**config.mk**
```make
export PLATFORM = sky130hd
export DESIGN_NAME = agu_lsu_exec_unit_flat
export DESIGN_NICKNAME = d
export VERILOG_FILES = /design/src/rtl/agu_lsu_exec_unit_if.sv /design/src/rtl/agu_lsu_exec_unit.sv /design/src/flat_wrapper.sv
export SDC_FILE = /design/constraint.sdc
export NUM_CORES = 1
export LEC_CHECK = 0
export ABC_AREA = 1
export CAP_MARGIN = 10
export CORE_UTILIZATION = 44
export DETAILED_ROUTE_END_ITERATION = 8
export GPL_TIMING_DRIVEN = 0
export PLACE_DENSITY_LB_ADDON = 0.2
export SYNTH_ARGS = -nofsm -noshare
export SYNTH_HDL_FRONTEND = slang
export SYNTH_SLANG_ARGS = --single-unit
```
**constraint.sdc**
```tcl
create_clock -name clk -period 1.6 [get_ports clk]
set_input_delay 0.32 -clock clk [delete_from_list [all_inputs] [get_ports clk]]
set_output_delay 0.32 -clock clk [all_outputs]
set_load 0.02 [all_outputs]
```
**src/rtl/agu_lsu_exec_unit_if.sv**
```systemverilog
// agu_lsu_exec_unit_if: data-memory req/ack bus plus CDB req/grant publish port of the load/store unit.
interface agu_lsu_exec_unit_if #(parameter int XLEN = 32, parameter int TAG_W = 6);
  logic             mem_req;
  logic             mem_we;
  logic [XLEN-1:0]  mem_addr;
  logic [XLEN-1:0]  mem_wdata;
  logic [3:0]       mem_be;
  logic             mem_ack;
  logic [XLEN-1:0]  mem_rdata;
  logic             cdb_req;
  logic             cdb_grant;
  logic             cdb_valid;
  logic [TAG_W-1:0] cdb_tag;
  logic [XLEN-1:0]  cdb_data;
  modport master (
    output mem_req, mem_we, mem_addr, mem_wdata, mem_be, cdb_req, cdb_valid, cdb_tag, cdb_data,
    input  mem_ack, mem_rdata, cdb_grant
  );
  modport slave (
    input  mem_req, mem_we, mem_addr, mem_wdata, mem_be, cdb_req, cdb_valid, cdb_tag, cdb_data,
    output mem_ack, mem_rdata, cdb_grant
  );
endinterface

```
**src/rtl/agu_lsu_exec_unit.sv**
```systemverilog
// agu_lsu_exec_unit: single-beat load/store execution with CDB writeback.
// Optional misaligned-access trap when LSU_MISALIGN_CHK_EN is defined.
module agu_lsu_exec_unit #(
  parameter int XLEN  = 32,
  parameter int TAG_W = 6
) (
  input  logic             clk,
  input  logic             rst,
  input  logic             issue_valid,
  input  logic [XLEN-1:0]  ex_address,
  input  logic [XLEN-1:0]  ex_data,
  input  logic [TAG_W-1:0] rd_tag_in,
  input  logic             rd_tag_valid_in,
  input  logic [2:0]       funct3_in,
  input  logic             agu_ls_in,
  output logic             ex_done,
`ifdef LSU_MISALIGN_CHK_EN
  output logic             misalign_err,
`endif
  agu_lsu_exec_unit_if.master bus
);
  typedef enum logic [1:0] {IDLE, MEM, WB} state_t;
  state_t           state;
  logic [1:0]       off_q;
  logic [2:0]       f3_q;
  logic             ls_q, tv_q, mis_q;
  logic [TAG_W-1:0] tag_q;
  logic [XLEN-1:0]  res_q;
  logic [1:0]       off;
  logic [3:0]       be;
  logic [XLEN-1:0]  wdata, ld;
  logic [15:0]      sh;
  logic             mis, mem_done;
  assign off = ex_address[1:0];
`ifdef LSU_MISALIGN_CHK_EN
  assign mis = funct3_in[1] ? |off : funct3_in[0] & off[0];
  assign misalign_err = ex_done & mis_q;
`else
  assign mis = 1'b0;
`endif
  always_comb begin
    be = funct3_in[1:0] == 2'b00 ? 4'b0001 << off : funct3_in[1:0] == 2'b01 ? 4'b0011 << off : 4'b1111;
    wdata = funct3_in[1:0] == 2'b00 ? {4{ex_data[7:0]}} : funct3_in[1:0] == 2'b01 ? {2{ex_data[15:0]}} : ex_data;
    sh = 16'(bus.mem_rdata >> {off_q, 3'b000});
    ld = f3_q == 3'b000 ? {{(XLEN-8){sh[7]}}, sh[7:0]} :
         f3_q == 3'b001 ? {{(XLEN-16){sh[15]}}, sh} :
         f3_q == 3'b100 ? {{(XLEN-8){1'b0}}, sh[7:0]} :
         f3_q == 3'b101 ? {{(XLEN-16){1'b0}}, sh} : bus.mem_rdata;
    mem_done = state == MEM && (bus.mem_ack || mis_q);
    bus.cdb_valid = state == WB && bus.cdb_grant;
    ex_done = (mem_done && (ls_q || !tv_q)) || bus.cdb_valid;
  end
  assign bus.cdb_tag  = tag_q;
  assign bus.cdb_data = res_q;
  // A trapped access skips the bus: stores and untagged loads retire from MEM, tagged loads go straight to WB.
  always_ff @(posedge clk or negedge rst) begin
    if (!rst) begin
      state         <= IDLE;
      bus.mem_req   <= 1'b0;
      bus.mem_we    <= 1'b0;
      bus.mem_addr  <= '0;
      bus.mem_wdata <= '0;
      bus.mem_be    <= '0;
      bus.cdb_req   <= 1'b0;
      off_q         <= '0;
      f3_q          <= '0;
      ls_q          <= 1'b0;
      tv_q          <= 1'b0;
      mis_q         <= 1'b0;
      tag_q         <= '0;
      res_q         <= '0;
    end else begin
      case (state)
        IDLE: if (issue_valid) begin
          off_q         <= off;
          f3_q          <= funct3_in;
          ls_q          <= agu_ls_in;
          tv_q          <= rd_tag_valid_in;
          tag_q         <= rd_tag_in;
          mis_q         <= mis;
          res_q         <= '0;
          bus.mem_req   <= !mis;
          bus.mem_we    <= agu_ls_in;
          bus.mem_addr  <= {ex_address[XLEN-1:2], 2'b00};
          bus.mem_be    <= be;
          bus.mem_wdata <= wdata;
          bus.cdb_req   <= mis && !agu_ls_in && rd_tag_valid_in;
          state         <= mis && !agu_ls_in && rd_tag_valid_in ? WB : MEM;
        end
        MEM: if (mem_done) begin
          bus.mem_req <= 1'b0;
          res_q       <= mis_q ? '0 : ld;
          bus.cdb_req <= !ls_q && tv_q;
          state       <= !ls_q && tv_q ? WB : IDLE;
        end
        WB: if (bus.cdb_grant) begin
          bus.cdb_req <= 1'b0;
          state       <= IDLE;
        end
        default: state <= IDLE;
      endcase
    end
  end
endmodule

```
**src/flat_wrapper.sv**
```systemverilog
// flat-port wrapper written by rule: the top's interface ports become plain ports
module agu_lsu_exec_unit_flat 
#(
  parameter int XLEN  = 32,
  parameter int TAG_W = 6
)
  (clk, rst, issue_valid, ex_address, ex_data, rd_tag_in, rd_tag_valid_in, funct3_in, agu_ls_in, ex_done, bus_mem_req, bus_mem_we, bus_mem_addr, bus_mem_wdata, bus_mem_be, bus_cdb_req, bus_cdb_valid, bus_cdb_tag, bus_cdb_data, bus_mem_ack, bus_mem_rdata, bus_cdb_grant);
  agu_lsu_exec_unit_if #(.XLEN(XLEN), .TAG_W(TAG_W)) bus_i ();
  input  logic clk;
  input  logic rst;
  input  logic issue_valid;
  input  logic [XLEN-1:0] ex_address;
  input  logic [XLEN-1:0] ex_data;
  input  logic [TAG_W-1:0] rd_tag_in;
  input  logic rd_tag_valid_in;
  input  logic [2:0] funct3_in;
  input  logic agu_ls_in;
  output logic ex_done;
  output wire logic [$bits(bus_i.mem_req)-1:0] bus_mem_req;
  output wire logic [$bits(bus_i.mem_we)-1:0] bus_mem_we;
  output wire logic [$bits(bus_i.mem_addr)-1:0] bus_mem_addr;
  output wire logic [$bits(bus_i.mem_wdata)-1:0] bus_mem_wdata;
  output wire logic [$bits(bus_i.mem_be)-1:0] bus_mem_be;
  output wire logic [$bits(bus_i.cdb_req)-1:0] bus_cdb_req;
  output wire logic [$bits(bus_i.cdb_valid)-1:0] bus_cdb_valid;
  output wire logic [$bits(bus_i.cdb_tag)-1:0] bus_cdb_tag;
  output wire logic [$bits(bus_i.cdb_data)-1:0] bus_cdb_data;
  input wire logic [$bits(bus_i.mem_ack)-1:0] bus_mem_ack;
  input wire logic [$bits(bus_i.mem_rdata)-1:0] bus_mem_rdata;
  input wire logic [$bits(bus_i.cdb_grant)-1:0] bus_cdb_grant;
  assign bus_mem_req = bus_i.mem_req;
  assign bus_mem_we = bus_i.mem_we;
  assign bus_mem_addr = bus_i.mem_addr;
  assign bus_mem_wdata = bus_i.mem_wdata;
  assign bus_mem_be = bus_i.mem_be;
  assign bus_cdb_req = bus_i.cdb_req;
  assign bus_cdb_valid = bus_i.cdb_valid;
  assign bus_cdb_tag = bus_i.cdb_tag;
  assign bus_cdb_data = bus_i.cdb_data;
  assign bus_i.mem_ack = bus_mem_ack;
  assign bus_i.mem_rdata = bus_mem_rdata;
  assign bus_i.cdb_grant = bus_cdb_grant;
  agu_lsu_exec_unit #(.XLEN(XLEN), .TAG_W(TAG_W)) u_core (.clk(clk), .rst(rst), .issue_valid(issue_valid), .ex_address(ex_address), .ex_data(ex_data), .rd_tag_in(rd_tag_in), .rd_tag_valid_in(rd_tag_valid_in), .funct3_in(funct3_in), .agu_ls_in(agu_ls_in), .ex_done(ex_done), .bus(bus_i));
endmodule
```
# ---- Yosys cells after proc, flatten, opt, wreduce, memory -nomap -nowiden
# Cells that the tools add are included.
dict set report totals {
  register_bits 115
  input_bits 112
  out_inout_bits 111
  elab_cells 64
}
dict set report op_classes {
  eq_ne 9
  shifts 3
  n_mux 23
  n_reduce_logical 17
}
# operator n
set op_table {}
lappend op_table {{32-bit 2-to-1 mux} 8}
lappend op_table {{32-bit case mux with 2 select lines} 1}
lappend op_table {{32-bit by 5-bit right shift with 16-bit output} 1}
lappend op_table {{2-bit 2-to-1 mux} 4}
lappend op_table {{4-bit 2-to-1 mux} 2}
lappend op_table {{3-bit == test (second input constant)} 2}
lappend op_table {{2-bit case mux with 3 select lines} 1}
lappend op_table {{3-bit AND reduction} 2}
lappend op_table {{1-bit 2-to-1 mux} 5}
lappend op_table {{2-bit by 1-bit == test with 1-bit output (second input constant)} 2}
lappend op_table {{1-bit logical AND} 4}
lappend op_table {{2-bit logical NOT} 2}
lappend op_table {{2-bit != test (second input constant)} 2}
lappend op_table {{4-bit AND reduction} 1}
lappend op_table {{1-bit by 2-bit left shift with 4-bit output (first input constant)} 1}
lappend op_table {{2-bit by 2-bit left shift with 4-bit output (first input constant)} 1}
lappend op_table {{3-bit by 1-bit == test with 1-bit output (second input constant)} 1}
lappend op_table {{3-bit logical NOT} 1}
lappend op_table {{1-bit case mux with 3 select lines} 1}
lappend op_table {{3-bit nonzero test} 1}
lappend op_table {{2-bit == test (second input constant)} 1}
lappend op_table {{1-bit logical NOT} 2}
lappend op_table {{1-bit logical OR} 2}
lappend op_table {{2-bit by 1-bit != test with 1-bit output (second input constant)} 1}
lappend op_table {{3 further kinds} 3}

# ---- Longest topological paths before layout
# Gate-level depths: netlist (run 1).
dict set report depth {
  ltp_word 7
  ltp_mapped 11
}

# ---- Worst setup path after synthesis (run 1)
# OpenSTA, ideal clock, no wires.
dict set report synth_path {
  path_kind {register to output}
  startpoint {register u_core.state[1]}
  endpoint {output ex_done}
  arrival_time_ns 1.080
  required_ns 1.280
  slack_ns 0.200
  stages_incl_launch_ff 5
  path_buffers 1
  path_cell_list {dfrtp_1 > nor2_1 > nand2_1 > buf_2 > o22ai_1}
}
dict set report synth_between {
  elab_chain_cells 4
  elab_cells_between_ends 6
  cone_classes {2 x eq/ne; 4 x reduce/logical}
}
# element line_no
set synth_rtl {}
lappend synth_rtl {{start, declared} agu_lsu_exec_unit.sv:23} ;# state_t state;
lappend synth_rtl {{start signal, assigned} agu_lsu_exec_unit.sv:88} ;# state <= mis && !agu_ls_in && rd_tag_valid_in ? WB : MEM;
lappend synth_rtl {{start signal, assigned} agu_lsu_exec_unit.sv:94} ;# state <= !ls_q && tv_q ? WB : IDLE;
lappend synth_rtl {{2-bit by 1-bit == test with 1-bit output} agu_lsu_exec_unit.sv:49} ;# mem_done = state == MEM && (bus.mem_ack || mis_q);
lappend synth_rtl {{1-bit logical AND} agu_lsu_exec_unit.sv:49}
lappend synth_rtl {{1-bit logical AND} agu_lsu_exec_unit.sv:51} ;# ex_done = (mem_done && (ls_q || !tv_q)) || bus.cdb_valid;
lappend synth_rtl {{1-bit logical OR *} agu_lsu_exec_unit.sv:51}
lappend synth_rtl {{end, declared} flat_wrapper.sv:18} ;# output logic ex_done;
# Mark *: on every way between the ends. The rest lies on a longest branch, timed or not.

# ---- Worst setup path after layout (run 1)
# Same ends and word-level chain as after synthesis.

==> results of run 1 <==
==> state kept, by name, indices dropped and copies added, names as in the netlist <==
| signal | count |
|---|---|
| u_core.bus.cdb_data | 32 |
| u_core.bus.mem_wdata | 32 |
| u_core.bus.mem_addr | 30 |
| u_core.bus.cdb_tag | 6 |
| u_core.bus.mem_be | 4 |
| u_core.f3_q | 3 |
| u_core.off_q | 2 |
| u_core.state | 2 |
| u_core.bus.cdb_req | 1 |
| u_core.bus.mem_req | 1 |
| u_core.ls_q | 1 |
| u_core.tv_q | 1 |
==> path summary, 6_finish.rpt <==
kind / start / to / slack, ps / cells past startpoint
worst max-delay path: u_core.state[1]$_DFFE_PN0P_ / ex_done / -120 / 5
worst max register to register: u_core.off_q[1]$_DFFE_PN0P_ / u_core.bus.cdb_data[0]$_DFFE_PN0P_ / 80 / 7
min in group asynchronous: rst / u_core.bus.mem_addr[29]$_DFFE_PN0P_ / 440 / 2
worst min-delay path: funct3_in[1] / u_core.bus.mem_wdata[18]$_DFFE_PN0P_ / 300 / 2
worst min register to register: u_core.bus.cdb_tag[5]$_DFFE_PN0P_ / u_core.bus.cdb_tag[5]$_DFFE_PN0P_ / 470 / 2
max in group asynchronous: rst / u_core.bus.cdb_tag[5]$_DFFE_PN0P_ / 480 / 3
==> metrics by stage <==
step                      util (%)  setup TNS, ps  setup WS, ps
after global routing          70.8           -734          -222
after CTS                     69.8           -177          -177
after detailed placement      65.7         -16850          -533
after global placement        65.5        -508230         -4310
after floorplan                  -              0           200
final                         70.8           -120          -120
==> kinds of logic (layout without fill, tap and decap cells) <==
| kind of cell | count (synthesis) | in the layout | share of synthesized area (%) |
|---|---|---|---|
| other cells | 1 | 2 | 0.0675 |
| simple gates | 434 | 435 | 30.7 |
| flops | 115 | 115 | 51.8 |
| compound gates | 101 | 101 | 9.93 |
| fa+ha+maj | 4 | 4 | 0.901 |
| buf+inv | 82 | 342 | 6.58 |
==> power by group <==
| group | internal [mW] | switching (mW) |
|---|---|---|
| Sequential | 4.22 | 0.743 |
| Clock | 2.52 | 1.38 |
| Combinational | 3.02 | 5.11 |
| Total | 9.76 | 7.23 |
==> cell type report <==
type                    instances  area [um2]  share of cell area (%)
repair buffers                228        2150                    24.9
plain buffers                  39         238                    2.76
clock buffers                  19         453                    5.26
flip-flops and latches        115        2880                    33.4
clock inverters                13         158                    1.83
multi-input cells             542        2360                    27.4
inverters                      43         168                    1.95
well taps                     168         210                    2.44
==> worst max-delay path: cells and delay by family (launching register included) <==
family / cells / cell delay, ps
simple gates: 2 / 230
flops: 1 / 410
compound gates: 1 / 90
buf+inv: 2 / 270
==> per-layer routing <==
| layer | part of all wire, % | vias up |
|---|---|---|
| met1 | 42 | 2659 |
| met2 | 48 | 229 |
| met3 | 8.8 | 28 |
| li1 | - | 2824 |
| met4 | 1.7 | 0 |
| met5 | 0 | - |
==> cells in the final DEF (no fill, tap or decap), types with 2 or more instances in the layout <==
cell type / Yosys / routed
conb_1: 1 / 2
clkinv_2: 0 / 4
nand2_2: 2 / 5
clkbuf_1: 11 / 5
inv_2: 6 / 6
o311ai_0: 6 / 6
nor2_2: 1 / 2
clkbuf_2: 0 / 5
clkdlybuf4s50_1: 0 / 109
nand3_2: 1 / 3
clkinvlp_4: 0 / 5
clkbuf_8: 0 / 2
dfrtp_1: 115 / 115
clkbuf_16: 0 / 17
dlygate4sd2_1: 0 / 107
buf_2: 22 / 17
nand2_1: 352 / 349
buf_4: 2 / 11
clkbuf_4: 0 / 3
bufinv_16: 0 / 3
o221ai_1: 3 / 3
inv_1: 35 / 34
ha_1: 4 / 4
o21ai_0: 38 / 38
or2_2: 7 / 7
a21oi_1: 43 / 43
a31oi_1: 8 / 8
buf_6: 3 / 6
nand3_1: 27 / 26
nor2_1: 43 / 41
==> timing repair <==
| action | CTS | global route |
|---|---|---|
| buffers inserted | 0 | 7 |
| setup endpoints to repair | 116 | 87 |
| hold buffers | 1 | 0 |
| hold endpoints to repair | 54 | 0 |
| gates cloned | 0 | 1 |
| pin swaps | 2 | 5 |
| resized for setup | 122 | 32 |
==> results by group, run 1 <==
STA
  • Tightest Pin Transition: 523 ps
  • Fin Clk Skew: 10.7 ps
  • Setup Viol. Count Final: 1
  • Final Cycle Share: 108%
  • Final hold violation count: 0
  • Max-slew violation count: 0
  • Final setup margin: -120 ps
  • Crit path time final: 1720 ps
  • Fmax: 0.581 GHz
  • Worst rel slew slack: 65.1%
  • RSZ-0062 raised after global routing: true
  • Hold WS: 302 ps

Global routing
  • M1 GR Usage: 33.8%
  • GRT Util Overall: 27.8%
  • Overflow after GRT: 0
  • Antenna violations before repair: 0
  • Met2 Use GR: 46.7%
  • Met3 Usage GRT: 9.85%
  • Global-route wire length before repair: 27.9 mm
  • Largest net degree at the start of global routing: 62
  • Vias in the first global route: 5,667
  • Gr busiest metal: met2

Setup path
  • Crit path arrival time: 1400 ps
  • Crit path capture type: output pin
  • Critical Path RT: 1280 ps
  • CP max stage cell: dfrtp_1
  • CP peak stage delay: 410 ps
  • CP Class: reg2out
  • Max FO, Critical Path: 4
  • Element type at the critical path start: flip-flop
  • Cells along the critical path: nor2_2 -> nand2_2 -> buf_8 -> o22ai_4 -> buf_6

Logic synthesis
  • Distinct cells, synth: 26
  • EDFF count, synth: 0
  • Yosys reg bits: 115
  • Most frequent cell after synthesis: nand2_1
  • Yosys top cell by area: dfrtp_1
  • Syn Area/Cell: 7.54 um2
  • Share of the synthesized area in the top cell type: 51.8%
  • Post-Synthesis Cell Area: 0.00556 mm2
  • YS warnings: 0
  • Post-synth ARST share: 100%
  • Top FF cell, synth: dfrtp_1
  • Synth top area cells: dfrtp_1 (52%), nand2_1 (24%), a21oi_1 (3.9%)
  • Synth top cells by count: nand2_1 (352), dfrtp_1 (115), a21oi_1 (43), nor2_1 (43), o21ai_0 (38)
  • Cell count after synthesis: 737
  • Sequential area share after synthesis: 51.8%

Clocking
  • TritonCTS clock tree: yes
  • Clock Pin Slew Worst Setup and Hold Paths: 50 ps
  • Clock sink count: 115
  • CTS max path bufs: 2
  • Clock Latency Late Sink: 410 ps
  • H-tree depth: 4
  • CTS Root Cell: clkbuf_16
  • CTS Buf Count: 17

Place
  • HPWL Detailed: 12.6 mm
  • # placed instances: 1,126
  • Gpl congestion: 0.912
  • I/O Buffers: 219
  • Placed cell area: 0.00799 mm2

Drt
  • Drt total wl: 17.3 mm
  • DR vias/cell: 4.92
  • Routed WL per cell: 14.8 um
  • Iteration count of the initial detailed-routing pass: 5
  • Initial drt markers: 484
  • Residual DRC count: 0
  • Antenna-violating nets left: 0
  • Via count: 5,740

Hold path
  • Hold Path Class: in2reg

Status
  • Status: complete, but fails checks
  • Failing checks: negative setup slack

Pwr
  • Leakage: 4.57 nW
  • Power Total: 17.0 mW
  • Pwr dens: 1970 mW/mm2
  • VDD IR-drop max: 1080 uV

Die
  • IO Count: 223
  • Rows: 40
  • Die Wd: 114 um
  • Initial Util: 45.7%
  • Die area: 0.0131 mm2
  • Die Span Y: 114 um
  • Core area: 0.0122 mm2

Flow run
  • Max Cap Violations: 0

Finish
  • Proportion of layout cells with a drive suffix above 1: 10.4%
  • Fill cells: 1,068
  • # diodes: 0
  • Layout Cells excl Fill: 1,167
  • Area added between synthesis and finish: 55.1%
  • Fin area: 0.00861 mm2
  • Nets: 1,102
No activity file was read; power rests on OpenSTA's default activity.
==> run 2: changes to the inputs <==
- ABC_CLOCK_PERIOD_IN_PS: unset -> 1600
==> results of run 2 <==
Final layout, timing and power as in run 1 (identical DEF).
==> run 3: changes to the inputs <==
- CELL_PAD_IN_SITES_DETAIL_PLACEMENT: unset -> 1
- CELL_PAD_IN_SITES_GLOBAL_PLACEMENT: unset -> 2
- CORE_UTILIZATION: 44 -> 23
==> run 3 against run 2 <==
Net effect: the run still ends with negative setup slack left; critical path depth grew 1; cell count is 13% higher; highest routed layer is now met5; clock power grew 3%; combinational power increased by 3.0%; largest power group unchanged; critical path type unchanged.
==> results by group, run 3 (synthesis results as in run 1) <==
Finish
  • Nets: 1,100 (-0.18%)
  • # diodes: 0 (unchanged)
  • Proportion of layout cells with a drive suffix above 1: 10.4% (+0.021 points)
  • Area added between synthesis and finish: 58.6%
  • Commonest non-fill, non-tap cell in the layout: nand2_1
  • Most frequent cells in the layout: nand2_1 (348), dfrtp_1 (115), clkdlybuf4s50_1 (109)
  • Fill cells: 2,912 (+170%)
  • Layout Cells excl Fill: 1,316 (+13%)

Setup path
  • Cells along the critical path: inv_2 -> nor2_4 -> nand2_2 -> buf_8 -> o22ai_4 -> buf_6
  • R2r startpoint: u_core.state[1]$_DFFE_PN0P_
  • Element type at the critical path start: flip-flop
  • Max FO, Critical Path: 4 (unchanged)
  • Crit path capture type: output pin
  • Buf/Inv on CP: 3 (+1)
  • CP peak stage delay: 390 ps (-20 ps)
  • Crit path launch: u_core.state[0]$_DFFE_PN0P_
  • CP Class: reg2out
  • CP delay by family, top: flip-flops
  • CP max stage cell: dfrtp_1
  • Critical Path RT: 1280 ps (about the same)
  • Crit path arrival time: 1420 ps (+20 ps)

Drt
  • Drt total wl: 21.3 mm (+23%)
  • Antenna-violating nets left: 0 (unchanged)
  • Iteration count of the initial detailed-routing pass: 4 (-1)
  • Residual DRC count: 0 (unchanged)
  • Routed WL per cell: 16.2 um (+9.3%)
  • Via count: 5,692 (-0.84%)
  • DR vias/cell: 4.33 (-12%)
  • Initial drt markers: 294 (-39%)

Global routing
  • Largest net degree at the start of global routing: 82 (+32%)
  • Global-route wire length before repair: 33.0 mm (+19%)
  • Vias in the first global route: 5,953 (+5.0%)
  • Antenna violations before repair: 1 (+1)
  • Overflow after GRT: 0 (unchanged)
  • GRT Util Overall: 17.7% (-10 points)

Clocking
  • CTS Buf Count: 17 (unchanged)
  • Clock sink count: 115 (unchanged)
  • CTS Root Cell: clkbuf_16
  • CTS max path bufs: 2 (unchanged)
  • Clock Latency Late Sink: 420 ps (about the same)
  • TritonCTS clock tree: yes
  • Clock Pin Slew Worst Setup and Hold Paths: 60 ps (about the same)
  • H-tree depth: 4 (unchanged)

STA
  • Setup Viol. Count Final: 2 (+1)
  • Worst rel slew slack: 60.8% (-4.3 points)
  • Tightest Pin Transition: 588 ps (+64.9 ps)
  • Fmax: 0.573 GHz (-1.4%)
  • Final hold violation count: 0 (unchanged)
  • RSZ-0062 raised after global routing: true
  • Crit path time final: 1740 ps (+24.0 ps)
  • Fin Clk Skew: 8.43 ps (-2.29 ps)
  • Final setup margin: -144 ps (-24.0 ps)
  • Final Cycle Share: 109% (+1.5 points)
  • Max-slew violation count: 0 (unchanged)

Place
  • I/O Buffers: 219 (unchanged)
  • # placed instances: 1,277 (+13%)
  • HPWL Detailed: 15.9 mm (+26%)
  • Gpl congestion: 0.791 (-13%)

Pwr
  • Power Total: 17.4 mW (+2.2%)
  • Leakage: 4.57 nW (about the same)
  • Pwr dens: 1970 mW/mm2 (about the same)
  • VDD IR-drop max: 685 uV (-37%)

Flow run
  • Max Cap Violations: 0 (unchanged)

Hold path
  • Hold Path Class: in2reg
  • Hold path start: funct3_in[1]

Die
  • Initial Util: 23.5% (-22 points)
  • Die Wd: 157 um (+38%)
  • Die area: 0.0248 mm2 (+89%)
  • Rows: 56 (+40%)
  • Core area: 0.0236 mm2 (+94%)
  • Die Span Y: 157 um (+38%)
  • IO Count: 223 (unchanged)

Status
  • Status: complete, but fails checks
  • Failing checks: negative setup slack
## run 3: cell count changes in the layout (fill, tap and decap cells not counted), moves of 2 or more
cell        previous run  this run
o21ai_1                1         6
o21ai_0               38        33
a21oi_1               43        41
nand3_2                3         1
inv_6                  1         5
clkinv_2               4         1
inv_8                  0         3
clkbuf_2               5         2
clkinvlp_4             5         2
a21oi_2                0         2
## run 3: area by class of cell
class / instances / area (um2) / share of cell area [%]
Multi-Input combinational cell: 541 / 2380 / 27.0
Clock buffer: 18 / 439 / 4.99
Tap cell: 319 / 399 / 4.53
Sequential cell: 115 / 2880 / 32.7
Timing Repair Buffer: 227 / 2140 / 24.3
Buffer: 39 / 236 / 2.68
Inverter: 43 / 168 / 1.90
Clock inverter: 14 / 168 / 1.90
## run 3: path summary, 6_finish.rpt
check                      cells past startpoint                                   end  slack, ps
setup / recovery                               6                               ex_done       -140
hold / removal                                 2  u_core.bus.mem_wdata[18]$_DFFE_PN0P_        250
setup reg to reg                               7   u_core.bus.mem_addr[13]$_DFFE_PN0P_         10
hold reg to reg                                2    u_core.bus.cdb_data[0]$_DFFE_PN0P_        470
max in group asynchronous                      3   u_core.bus.mem_wdata[4]$_DFFE_PN0P_        500
min in group asynchronous                      2    u_core.bus.cdb_data[6]$_DFFE_PN0P_        380
## run 3: through the flow
step                      setup slack [ps]  hold slack, ps  utilization [%]  instance area (um2)  setup TNS (ps)
after floorplan                        200            24.4                -                 5560               0
after global routing                  -208             299             37.3                 8810           -3550
after CTS                             -190             281             37.0                 8740            -195
final                                 -144             253             37.3                 8810            -199
after detailed placement              -600             251             34.6                 8180          -32720
after global placement               -4880             462             34.5                 8150         -590510
## run 3: what timing repair did
| action | in CTS | in global routing |
|---|---|---|
| pin swaps | 1 | 1 |
| endpoints found under the hold margin | 34 | 0 |
| resized for setup | 140 | 20 |
| setup endpoints to repair | 179 | 68 |
| buffers inserted | 3 | 3 |
| hold buffers | 1 | 0 |
## run 3: routing by layer
layer	vias up	wire, um	GRT usage (%)
met5	-	12	0
met4	2	239	5.09
met3	19	1820	6.33
met2	164	9750	28.8
met1	2696	9510	21.9
li1	2811	-	-
## run 3: power breakdown
part	internal (mW)	switching (mW)	total [mW]
Sequential	4.21	0.758	4.97
Combinational	3.05	5.31	8.36
Clock	2.39	1.64	4.03
